--- src/rtl/popcount_seq.sv ---
// popcount_seq: sequential population counter, CHUNK bits per clock.
// Optional threshold compare (thresh/out_ge) enabled by POPCNT_THRESH_EN.
module popcount_seq #(
  parameter int WIDTH = 9,
  parameter int CHUNK = 3,
  localparam int CNT_W = $clog2(WIDTH + 1)
) (
  input  logic             clk,
  input  logic             rst_n,
  input  logic             in_valid,
  output logic             in_ready,
  input  logic [WIDTH-1:0] in_data,
  output logic             out_valid,
  input  logic             out_ready,
  output logic [CNT_W-1:0] out_count,
`ifdef POPCNT_THRESH_EN
  input  logic [CNT_W-1:0] thresh,
  output logic             out_ge,
`endif
  output logic             out_parity
);

  localparam int NCHUNK = (WIDTH + CHUNK - 1) / CHUNK;
  localparam int SW     = NCHUNK * CHUNK;
  localparam int IDX_W  = (NCHUNK > 1) ? $clog2(NCHUNK) : 1;

  typedef enum logic [1:0] {
    IDLE,
    COUNT,
    DONE
  } state_t;

  state_t state, state_d;

  logic [SW-1:0]    shift;
  logic [CNT_W-1:0] acc;
  logic [CNT_W-1:0] sum;
  logic [IDX_W-1:0] idx;
  logic             last;

  function automatic logic [CNT_W-1:0] pc(
    input logic [CHUNK-1:0] v
  );
    logic [CNT_W-1:0] s;
    s = '0;
    for (int i = 0; i < CHUNK; i++)
      s = s + CNT_W'(v[i]);
    return s;
  endfunction

  assign sum  = acc + pc(shift[CHUNK-1:0]);
  assign last = (idx == IDX_W'(NCHUNK - 1));

  assign in_ready   = (state == IDLE);
  assign out_valid  = (state == DONE);
  assign out_parity = out_count[0];

  always_ff @(posedge clk or negedge rst_n) begin
    if (!rst_n) state <= IDLE;
    else        state <= state_d;
  end

  always_comb begin
    state_d = state;
    unique case (state)
      IDLE:    if (in_valid)  state_d = COUNT;
      COUNT:   if (last)      state_d = DONE;
      DONE:    if (out_ready) state_d = IDLE;
      default:                state_d = IDLE;
    endcase
  end

`ifdef POPCNT_THRESH_EN
  logic [CNT_W-1:0] thr;

  always_ff @(posedge clk or negedge rst_n) begin
    if (!rst_n) begin
      thr    <= '0;
      out_ge <= 1'b0;
    end else begin
      if (state == IDLE && in_valid)
        thr <= thresh;
      if (state == COUNT && last)
        out_ge <= (sum >= thr);
    end
  end
`endif

  // Zero-padded shift reg: pad bits add nothing to the count.
  always_ff @(posedge clk or negedge rst_n) begin
    if (!rst_n) begin
      shift     <= '0;
      acc       <= '0;
      idx       <= '0;
      out_count <= '0;
    end else begin
      case (state)
        IDLE: if (in_valid) begin
          shift <= SW'(in_data);
          acc   <= '0;
          idx   <= '0;
        end
        COUNT: begin
          acc   <= sum;
          shift <= shift >> CHUNK;
          idx   <= idx + IDX_W'(1);
          if (last)
            out_count <= sum;
        end
        default: ;
      endcase
    end
  end

endmodule

--- config.mk ---
export PLATFORM = sky130hd
export DESIGN_NAME = popcount_seq
export DESIGN_NICKNAME = d
export VERILOG_FILES = /design/src/rtl/popcount_seq.sv
export SDC_FILE = /design/constraint.sdc
export NUM_CORES = 1
export LEC_CHECK = 0
export ABC_AREA = 0
export BUFFER_PORTS_ARGS = -buffer_cell sky130_fd_sc_hd__buf_2
export CAP_MARGIN = 20
export CORE_UTILIZATION = 53
export DETAILED_ROUTE_END_ITERATION = 8
export PLACE_DENSITY_LB_ADDON = 0.2
export SLEW_MARGIN = 20
export SYNTH_ARGS = -nofsm -noshare
export SYNTH_HDL_FRONTEND = slang
export SYNTH_SLANG_ARGS = --single-unit
--- constraint.sdc ---
create_clock -name clk -period 2.5 [get_ports clk]
set_input_delay 0.125 -clock clk [delete_from_list [all_inputs] [get_ports clk]]
set_output_delay 0.125 -clock clk [all_outputs]
set_load 0.01 [all_outputs]
==> results by group, run 1 <==
Synth
  – Post-synthesis instance area: 1100 um2
  – Syn_area_per_cell: 10.5 um2
  – Ys Warns: 0
  – Mapped Cells: 105
  – Synth Register Bits: 21
  – Syn Nets: 123
  – Register area share after synthesis: 47.6%
  – Largest cells by area after synthesis: dfrtp_1 (48%), nor2b_1 (6.2%), o21ai_1 (5.9%), a21oi_1 (4.1%), a22oi_1 (4.1%)
  – Synth top area share: 47.6%
  – Distinct cell type count of the synthesized netlist: 27
  – Dominant cell type by area after synthesis: dfrtp_1

STA
  – Min Tclk post-route: 2020 ps
  – Final setup viols: 0
  – Final-report hold violation count: 0
  – Period utilization: 80.8%
  – Setup_tns: 0 ps
  – Worst Skew: 1.00 ps
  – RSZ-0062 raised after global routing: false
  – Max Slew Vio Count: 0
  – Slew HR: 56.5%
  – Least-Margin Pin Slew: 651 ps
  – Max Freq: 0.495 GHz

GRT
  – Tot GR Track Use: 19.3%
  – Vias in the first global route: 699
  – Initial antenna violation count: 0
  – Overflow after GRT: 0
  – First-pass GRT wire length: 2990 um
  – Largest net degree at the start of global routing: 22

Outcome
  – Status: complete, but fails checks
  – Failing checks: DRC

Floorplanning
  – Rows: 16
  – Die height: 47.7 um
  – Die Width: 47.7 um
  – Total I/O pin count: 20
  – Total Die Area: 2270 um2
  – Core ar.: 1960 um2
  – Initial Utilization: 56.3%

Finish
  – Fin nets: 142
  – Syn-to-layout area delta: 11.6%
  – Layout cells sized above 1: 22.8%
  – # diodes: 0

Setup path
  – Slowest cell on crit path: fa_1
  – CP startpoint kind: register
  – Crit path buffers/inverters: 0
  – CP max stage delay: 490 ps
  – Worst path cell trace: fa_1, ha_1, fa_1, nand2b_1, o21ai_0, a22o_1
  – WP data required: 2700 ps
  – Worst r2r src: shift[0]
  – Cell with the most instances on the worst path: fa_1
  – Endpoint class of the critical path: register
  – Worst EP arrival: 2220 ps
  – Top delay family on crit path: adder cells
  – Max FO, Critical Path: 3
  – Setup Crit Path Kind: register to register
  – Crit. Startpoint: shift[0]

Power
  – Pwr Total: 1470 uW
  – Peak VDD IR: 0.000935 V
  – Static Leakage: 0.000588 uW
  – Pwr dens: 1190 nW/um2

Min path
  – HP Class: primary input to register
  – Hold path startpoint: in_data[7]

Placement
  – PortBufs: 19
  – Detailed placement HPWL: 1400 um
  – Placer congestion estimate: 0.800

Drt
  – DR iter-0 viols: 16
  – 1st-pass router iterations: 6
  – Drt drc: 1
  – Via/cell ratio: 5.37
  – Final ANT Viol Nets: 0
  – Routed via count: 805
  – Routed WL per cell: 13.5 um
  – Routed wire length: 2020 um

Clocking
  – Clock-pin slew on the worst setup and hold paths: 120 ps
  – Clock Latency Late Sink: 300 ps
  – CTS tree: yes
  – Setup Buffers After CTS: 0
  – CTS buffer count: 3
  – CTS root buf: clkbuf_4
  – Hold buffers post-CTS: 2
  – CTS Buffer Depth: 2
  – H-tree levels: 1
  – PostCTS Resize Cnt: 0
  – CTS sink count: 21

Run
  – Max-cap violations: 0
stage by stage:
stage                     hold WS [ps]  setup slack (ps)  utilization (%)  cells  area (um2)
after floorplan                   -171               572                -    105        1100
after global placement             106               539             60.4    144        1180
after detailed placement           105               481             60.4    144        1180
after CTS                         68.1               473             62.8    150        1230
after global routing              66.6               400             62.8    150        1230
final                             76.2               481             62.8    150        1230
sequential cells by signal, indices dropped and copies added (netlist names):
register and cells:
shift 9, acc 4, out_count 4, idx 2
state 2
cell families after synthesis:
logic type | synth area share [%]
mux | 2.94
fa+ha+maj | 7.02
flops | 47.6
buf+inv | 5.44
simple gates | 14.9
compound gates | 22.1
final cells by class:
type	count	area [um2]
well taps	27	33.8
multi-input cells	74	519
flip-flops and latches	21	526
fillers	198	729
clock buffers	3	22.5
repair buffers	21	115
clock inverters	1	5.00
inverters	3	11.3
worst paths after layout:
kind,to,slack (ps),cells after the start
worst max-delay path,acc[2],480,6
worst min-delay path,shift[7],80,3
worst max register to register,acc[2],480,6
worst min register to register,out_count[3],490,2
max in group asynchronous,shift[7],1890,2
min in group asynchronous,acc[1],300,2
synthesized netlist by cell type:
library cell and count:
a21o_1 1, a21oi_1 9, a21oi_2 1, a22o_1 3, a22oi_1 6, a32oi_1 1
a41oi_2 1, buf_2 3, buf_4 1, buf_6 2, clkbuf_1 1, dfrtp_1 21
fa_1 2, ha_1 3, inv_1 3, mux2_1 2, mux2i_1 1, nand2_1 8
nand2b_1 4, nand3_1 1, nand3b_4 1, nor2_1 2, nor2b_1 11, nor2b_2 1
o21ai_0 2, o21ai_1 13, o21bai_2 1
metal layers:
layer	share of wire [%]	track usage, %	wire [um]	vias to the layer above
met4	1.1	10.0	22	0
li1	-	-	-	403
met1	49	27.4	986	384
met2	47	28.2	952	16
met5	0	0	0	-
met3	2.8	3.40	57	2
cell usage in the layout (no fill, tap or decap):
cell           netlist  routed
ha_1                 3       3
dfrtp_1             21      21
clkinv_2             0       1
o21bai_2             1       1
o21ai_0              2       2
a22o_1               3       3
nand3b_4             1       1
o21ai_1             13      13
a21o_1               1       1
inv_1                3       3
clkbuf_4             0       3
a22oi_1              6       6
a41oi_2              1       1
nand2_1              8       8
mux2i_1              1       1
dlygate4sd3_1        0       2
nor2_1               2       2
buf_2                3      19
nand2b_1             4       4
nand3_1              1       1
a21oi_1              9       9
a32oi_1              1       1
a21oi_2              1       1
fa_1                 2       2
nor2b_1             11      11
nor2b_2              1       1
mux2_1               2       2
where the power goes:
group | switching (uW) | total, uW | internal [uW]
Combinational | 333 | 653 | 320
Sequential | 170 | 653 | 483
Clock | 105 | 164 | 59.6
Total | 608 | 1470 | 862
worst register-to-register path, delay by kind of cell (launching register included):
| kind | cells | cell delay, ps |
|---|---|---|
| AOI/OAI and AO/OA | 2 | 290 |
| adders and majority gates | 3 | 1100 |
| DFF | 1 | 430 |
| and+or+nand+nor | 1 | 110 |
Power figures use the tool's default switching activity.
==> run 2, diff against run 1 <==
- ABC_AREA: 0 -> 1
- CORE_UTILIZATION: 53 -> 48
- clock period: 2.5 -> 1.7 ns (I/O delays scaled with it)
==> results by group, run 2 <==
Synth
  – Register area share after synthesis: 48.5% (+0.93 points)
  – Largest cells by area after synthesis: dfrtp_1 (48%), nand2_1 (12%), inv_1 (4.8%), nand2_2 (4.6%), o211ai_1 (4.2%)
  – Syn_area_per_cell: 9.18 um2 (-13%)
  – Distinct cell type count of the synthesized netlist: 22 (-19%)
  – Async SR Flop Fraction: 100% (unchanged)
  – Synth Register Bits: 21 (unchanged)
  – Synth Area in Compound Gates: 8.20% (-14 points)
  – Post-synthesis instance area: 1080 um2 (-1.9%)
  – Most common library cells after synthesis: nand2_1 (36), dfrtp_1 (21), inv_1 (14), nand2_2 (8), nand3_1 (8)
  – Mapped Cells: 118 (+12%)
  – Most frequent cell after synthesis: nand2_1
  – Largest family of logic cells by synthesized area: simple AND/OR/NAND/NOR gates
  – Xor/xnor share of the synthesized area: 0.808% (+0.81 points)
  – Syn Nets: 136 (+11%)
  – Top_reg_cell synth: dfrtp_1
  – Synth top area share: 48.5% (+0.93 points)
  – Simple-Gate Fraction of Synth Area: 25.4% (+10 points)
  – Ys Warns: 0 (unchanged)
  – EDFF count, synth: 0 (unchanged)
  – Post-Synth Adder-Cell Area: 7.16% (+0.14 points)
  – Mux cell area share after synthesis: 0% (-2.9 points)
  – Dominant cell type by area after synthesis: dfrtp_1

STA
  – Worst Skew: 5.09 ps (+4.09 ps)
  – Period utilization: 107% (+26 points)
  – Least-Margin Pin Slew: 471 ps (-180 ps)
  – Slew HR: 68.6% (+12 points)
  – Max Slew Vio Count: 0 (unchanged)
  – Min Tclk post-route: 1820 ps (-203 ps)
  – Max Freq: 0.551 GHz (+11%)
  – Post-route setup slack: -116 ps (-597 ps)
  – RSZ-0062 raised after global routing: true
  – Final setup viols: 4 (+4)
  – Final-report hold violation count: 0 (unchanged)

Setup path
  – Worst path cell trace: fa_2, ha_4, fa_2, inv_2, o21ai_1
  – Cell with the most instances on the worst path: fa_2
  – Worst r2r src: shift[0]
  – R2R depth: 5 (-1)
  – WP data required: 1940 ps (-760 ps)
  – Endpoint class of the critical path: register
  – Worst reg2reg path endpoint: acc[1]
  – CP startpoint kind: register
  – CP max stage delay: 520 ps (+30 ps)
  – Setup Crit Path Kind: register to register
  – Worst EP arrival: 2050 ps (-170 ps)
  – Flop2flop setup slack: -120 ps (-600 ps)
  – Max FO, Critical Path: 2 (-1)
  – Slowest cell on crit path: fa_2

Finish
  – # diodes: 0 (unchanged)
  – # fillers: 194 (-2.0%)
  – Most frequent cells in the layout: nand2_1 (34), dfrtp_1 (21), buf_2 (19)
  – Syn-to-layout area delta: 20.3%
  – Largest Register: shift
  – Max reg flops: 9 (unchanged)
  – Commonest non-fill, non-tap cell in the layout: nand2_1
  – Fin nets: 163 (+15%)
  – Layout cells sized above 1: 35.4% (+13 points)
  – Fin area: 1300 um2 (+5.8%)
  – Largest registers: shift x9, acc x4, out_count x4

Clocking
  – H-tree levels: 1 (unchanged)
  – CTS Buffer Depth: 2 (unchanged)
  – CTS buffer count: 3 (unchanged)
  – CTS sink count: 21 (unchanged)
  – Clock Latency Late Sink: 300 ps (about the same)
  – CTS tree: yes
  – CTS root buf: clkbuf_4
  – Clock-pin slew on the worst setup and hold paths: 110 ps (about the same)

Floorplanning
  – Core ar.: 2040 um2 (+4.1%)
  – Total I/O pin count: 20 (unchanged)
  – Die Width: 49.5 um (+3.9%)
  – Initial Utilization: 53.1% (-3.3 points)
  – Rows: 16 (unchanged)
  – Die height: 49.5 um (+3.9%)
  – Total Die Area: 2450 um2 (+7.9%)

Placement
  – Placement Cell Area: 1200 um2 (+1.4%)
  – Detailed placement HPWL: 1450 um (+3.4%)
  – Placer congestion estimate: 0.810 (+1.3%)
  – PortBufs: 19 (unchanged)

Power
  – Static Leakage: 0.000690 uW (+17%)
  – Pwr dens: 1950 nW/um2 (+63%)
  – Peak VDD IR: 0.00139 V (+48%)
  – Pwr Total: 2540 uW (+73%)

GRT
  – First-pass GRT wire length: 3410 um (+14%)
  – Initial antenna violation count: 0 (unchanged)
  – Vias in the first global route: 834 (+19%)
  – Tot GR Track Use: 18.8% (-0.48 points)
  – Largest net degree at the start of global routing: 22 (unchanged)
  – Overflow after GRT: 0 (unchanged)

Drt
  – Final ANT Viol Nets: 0 (unchanged)
  – Routed wire length: 2020 um (-0.15%)
  – 1st-pass router iterations: 4 (-2)
  – Via/cell ratio: 4.78 (-11%)
  – Routed via count: 817 (+1.5%)
  – Routed WL per cell: 11.8 um (-12%)
  – Drt drc: 0 (-1)
  – DR iter-0 viols: 16 (unchanged)

Min path
  – HP Class: primary input to register
  – Hold Path Cell Cnt: 3 (unchanged)
  – Hold path startpoint: in_data[6]
  – Hold Path End: shift[6]

Outcome
  – Failing checks: setup timing
  – Status: complete, but fails checks

Run
  – Max-cap violations: 0 (unchanged)
==> run 2: worst max-delay path, delay by kind of cell, from the launching register on <==
kind	cells	cell delay [ps]
flops	1	420
buf+inv	1	40
fa+ha+maj	3	1190
compound gates	1	110
==> run 2: worst max-delay path by stage <==
stage / from / to / slack, ps / cells past startpoint
after floorplan: acc[0] / out_count[1] / -80 / 5
after global placement: acc[0] / acc[1] / -90 / 5
after detailed placement: acc[0] / acc[1] / -130 / 5
after CTS: shift[0] / acc[1] / -140 / 5
after global routing: shift[0] / out_count[2] / -180 / 6
final: shift[0] / acc[1] / -120 / 5
==> run 2: cell families after synthesis <==
logic type,after synthesis
buffers and inverters,20
AOI/OAI and AO/OA,14
adders and majority gates,5
and+or+nand+nor,57
xor gates and xnor gates,1
DFF,21
==> run 2: per-layer routing <==
layer  track usage (%)  up-vias  wire (um)
li1                  -      427          -
met1              23.5      369        976
met2              31.1       16        933
met3              4.01        5         63
met4              8.57        0         42
met5                 0        -          0
==> run 2: cell type report <==
class | count | area, um2 | share of cell area (%)
timing repair buffer | 25 | 149 | 11.4
inverter | 17 | 68.8 | 5.28
clock buffer | 4 | 26.3 | 2.02
tap | 27 | 33.8 | 2.59
sequential | 21 | 526 | 40.3
multi-input combinational | 77 | 500 | 38.4
==> run 2: repair_timing <==
item                       CTS  global route
hold buffers                 2             0
setup endpoints to repair    4             6
gates cloned                 0             0
resized for setup            1            10
hold endpoints to repair    22             0
pin swaps                    2             3
buffers inserted             0             2
==> run 2: stage by stage <==
step / worst slack, ps / std cells / util [%] / hold slack [ps] / setup TNS [ps]
after detailed placement: -133 / 164 / 58.8 / 67.4 / -466
after CTS: -137 / 170 / 61.1 / 3.02 / -462
after global routing: -176 / 171 / 63.8 / 2.01 / -702
after global placement: -87.8 / 164 / 58.8 / 63.2 / -329
after floorplan: -80.4 / 118 / - / -211 / -265
final: -116 / 171 / 63.8 / 5.19 / -424
==> run 2: where the power goes <==
part | switching, uW | internal [uW]
clock network | 148 | 91.5
registers | 175 | 720
logic | 811 | 598
==> run 3, diff against run 2 <==
- BUFFER_PORTS_ARGS: -buffer_cell sky130_fd_sc_hd__buf_2 -> -buffer_cell sky130_fd_sc_hd__clkbuf_2
==> results by group, run 3 (synthesized netlist as in run 2, its figures left out) <==
Floorplanning
  – Core ar.: 2040 um2 (unchanged)
  – Initial Utilization: 53.1% (unchanged)
  – Total Die Area: 2450 um2 (unchanged)
  – Rows: 16 (unchanged)
  – Total I/O pin count: 20 (unchanged)
  – Die height: 49.5 um (unchanged)
  – Die Width: 49.5 um (unchanged)

Clocking
  – H-tree levels: 1 (unchanged)
  – Clock-pin slew on the worst setup and hold paths: 110 ps (about the same)
  – Setup Buffers After CTS: 0 (unchanged)
  – CTS sink count: 21 (unchanged)
  – CTS tree: yes
  – CTS root buf: clkbuf_4
  – CTS Buffer Depth: 2 (unchanged)
  – CTS buffer count: 3 (unchanged)
  – Clock Latency Late Sink: 300 ps (about the same)

Power
  – Static Leakage: 0.000683 uW (-0.94%)
  – Pwr dens: 1900 nW/um2 (-2.3%)
  – Peak VDD IR: 0.00120 V (-13%)

Setup path
  – WP data required: 1930 ps (about the same)
  – Endpoint class of the critical path: register
  – Setup Crit Path Kind: register to register
  – Worst EP arrival: 2070 ps (+20 ps)
  – Max FO, Critical Path: 2 (unchanged)
  – Flop2flop setup slack: -140 ps (-30 ps)
  – CP startpoint kind: register

Drt
  – Final ANT Viol Nets: 0 (unchanged)
  – Routed via count: 833 (+2.0%)
  – 1st-pass router iterations: 4 (unchanged)
  – DR iter-0 viols: 13 (-3)
  – Routed wire length: 1980 um (-1.6%)
  – Drt drc: 0 (unchanged)
  – Via/cell ratio: 4.87 (+2.0%)
  – Routed WL per cell: 11.6 um (-1.6%)

Finish
  – Syn-to-layout area delta: 17.4%
  – Layout cells sized above 1: 31.3% (-4.2 points)
  – # diodes: 0 (unchanged)
  – Final Util: 62.3% (-1.5 points)
  – Multi-input logic area: 470 um2 (-6.0%)
  – Commonest non-fill, non-tap cell in the layout: nand2_1
  – Fin area: 1270 um2 (-2.4%)
  – Fin nets: 163 (unchanged)
  – Max reg flops: 9 (unchanged)
  – Largest Register: shift
  – Largest registers: shift x9, acc x4, out_count x4
  – Reg area: 526 um2 (unchanged)
  – Most frequent cells in the layout: nand2_1 (36), dfrtp_1 (21), clkbuf_2 (19)
  – # fillers: 198 (+2.1%)

STA
  – Period utilization: 108% (+1.6 points)
  – Least-Margin Pin Slew: 529 ps (+57.3 ps)
  – RSZ-0062 raised after global routing: true
  – Max Slew Vio Count: 0 (unchanged)
  – Max Freq: 0.543 GHz (-1.4%)
  – Final setup viols: 4 (unchanged)
  – Post-route setup slack: -143 ps (-26.5 ps)
  – Slew HR: 64.8% (-3.8 points)
  – Min Tclk post-route: 1840 ps (+26.5 ps)
  – Final-report hold violation count: 0 (unchanged)
  – Worst Skew: 1.15 ps (-3.94 ps)
  – Setup_tns: -469 ps (-44.7 ps)

GRT
  – Largest net degree at the start of global routing: 22 (unchanged)
  – Overflow after GRT: 0 (unchanged)
  – First-pass GRT wire length: 3570 um (+4.7%)
  – Initial antenna violation count: 0 (unchanged)
  – Tot GR Track Use: 19.4% (+0.60 points)
  – Vias in the first global route: 850 (+1.9%)

Run
  – Max-cap violations: 0 (unchanged)

Placement
  – Detailed placement HPWL: 1430 um (-1.7%)
  – Placement Cell Area: 1200 um2 (unchanged)
  – Placer congestion estimate: 0.808 (-0.28%)
  – PortBufs: 19 (unchanged)
  – Setup WS pre-CTS: -134 ps (-0.957 ps)

Outcome
  – Failing checks: setup timing
  – Status: complete, but fails checks

Min path
  – HP Class: primary input to register
==> run 3: cell count changes in the layout (fill, tap and decap cells not counted), sizes merged <==
| cell | change |
|---|---|
| buf | -20 |
| clkbuf | +19 |
| dlygate4sd3 | +1 |
==> run 3: cell type report <==
class	count	share of cell area (%)
flip-flops and latches	21	41.3
repair buffers	25	11.6
well taps	27	2.65
multi-input cells	77	37.0
clock buffers	4	2.06
inverters	17	5.41
==> run 3: timing repair <==
item,in CTS,in global routing
cloned,0,0
resized for setup,1,3
hold buffers,3,0
pin swaps,3,2
endpoints found under the setup margin,4,6
hold endpoints to repair,23,0
==> run 3: critical path, stage by stage, from the launching register on <==
cell and delay, ps:
dfrtp_1 420, fa_1 480, ha_2 200, fa_2 530
inv_2 50, o21ai_2 100
==> run 3: final timing paths <==
path                                 to  cells after the start    startpoint
max in group asynchronous      shift[7]                      2         rst_n
min in group asynchronous  out_count[1]                      2         rst_n
hold / removal                 shift[7]                      3    in_data[7]
setup / recovery                 acc[1]                      5        acc[0]
setup reg to reg                 acc[1]                      5        acc[0]
hold reg to reg            out_count[3]                      2  out_count[3]
==> run 3: where the power goes <==
group / total [uW] / internal [uW] / leakage [uW] / switching (uW)
sequential: 885 / 720 / 0.000268 / 165
clock: 237 / 91.3 / 0.0000150 / 146
combinational: 1300 / 520 / 0.000401 / 781
==> run 3: through the flow <==
stage	total power (uW)	std cells	hold slack [ps]
after floorplan	1860	118	-211
after global placement	2060	164	80.8
after detailed placement	2120	164	88.8
after CTS	2390	171	12.4
after global routing	2680	171	6.73
final	2420	171	11.1
==> run 3: metal layers <==
| layer | vias up | wire (um) | GRT usage [%] | share of wire [%] |
|---|---|---|---|---|
| li1 | 424 | - | - | - |
| met1 | 385 | 856 | 25.2 | 43 |
| met2 | 22 | 1030 | 32.2 | 52 |
| met3 | 2 | 79 | 3.70 | 4.0 |
| met4 | 0 | 14 | 7.14 | 0.71 |
| met5 | - | 0 | 0 | 0 |
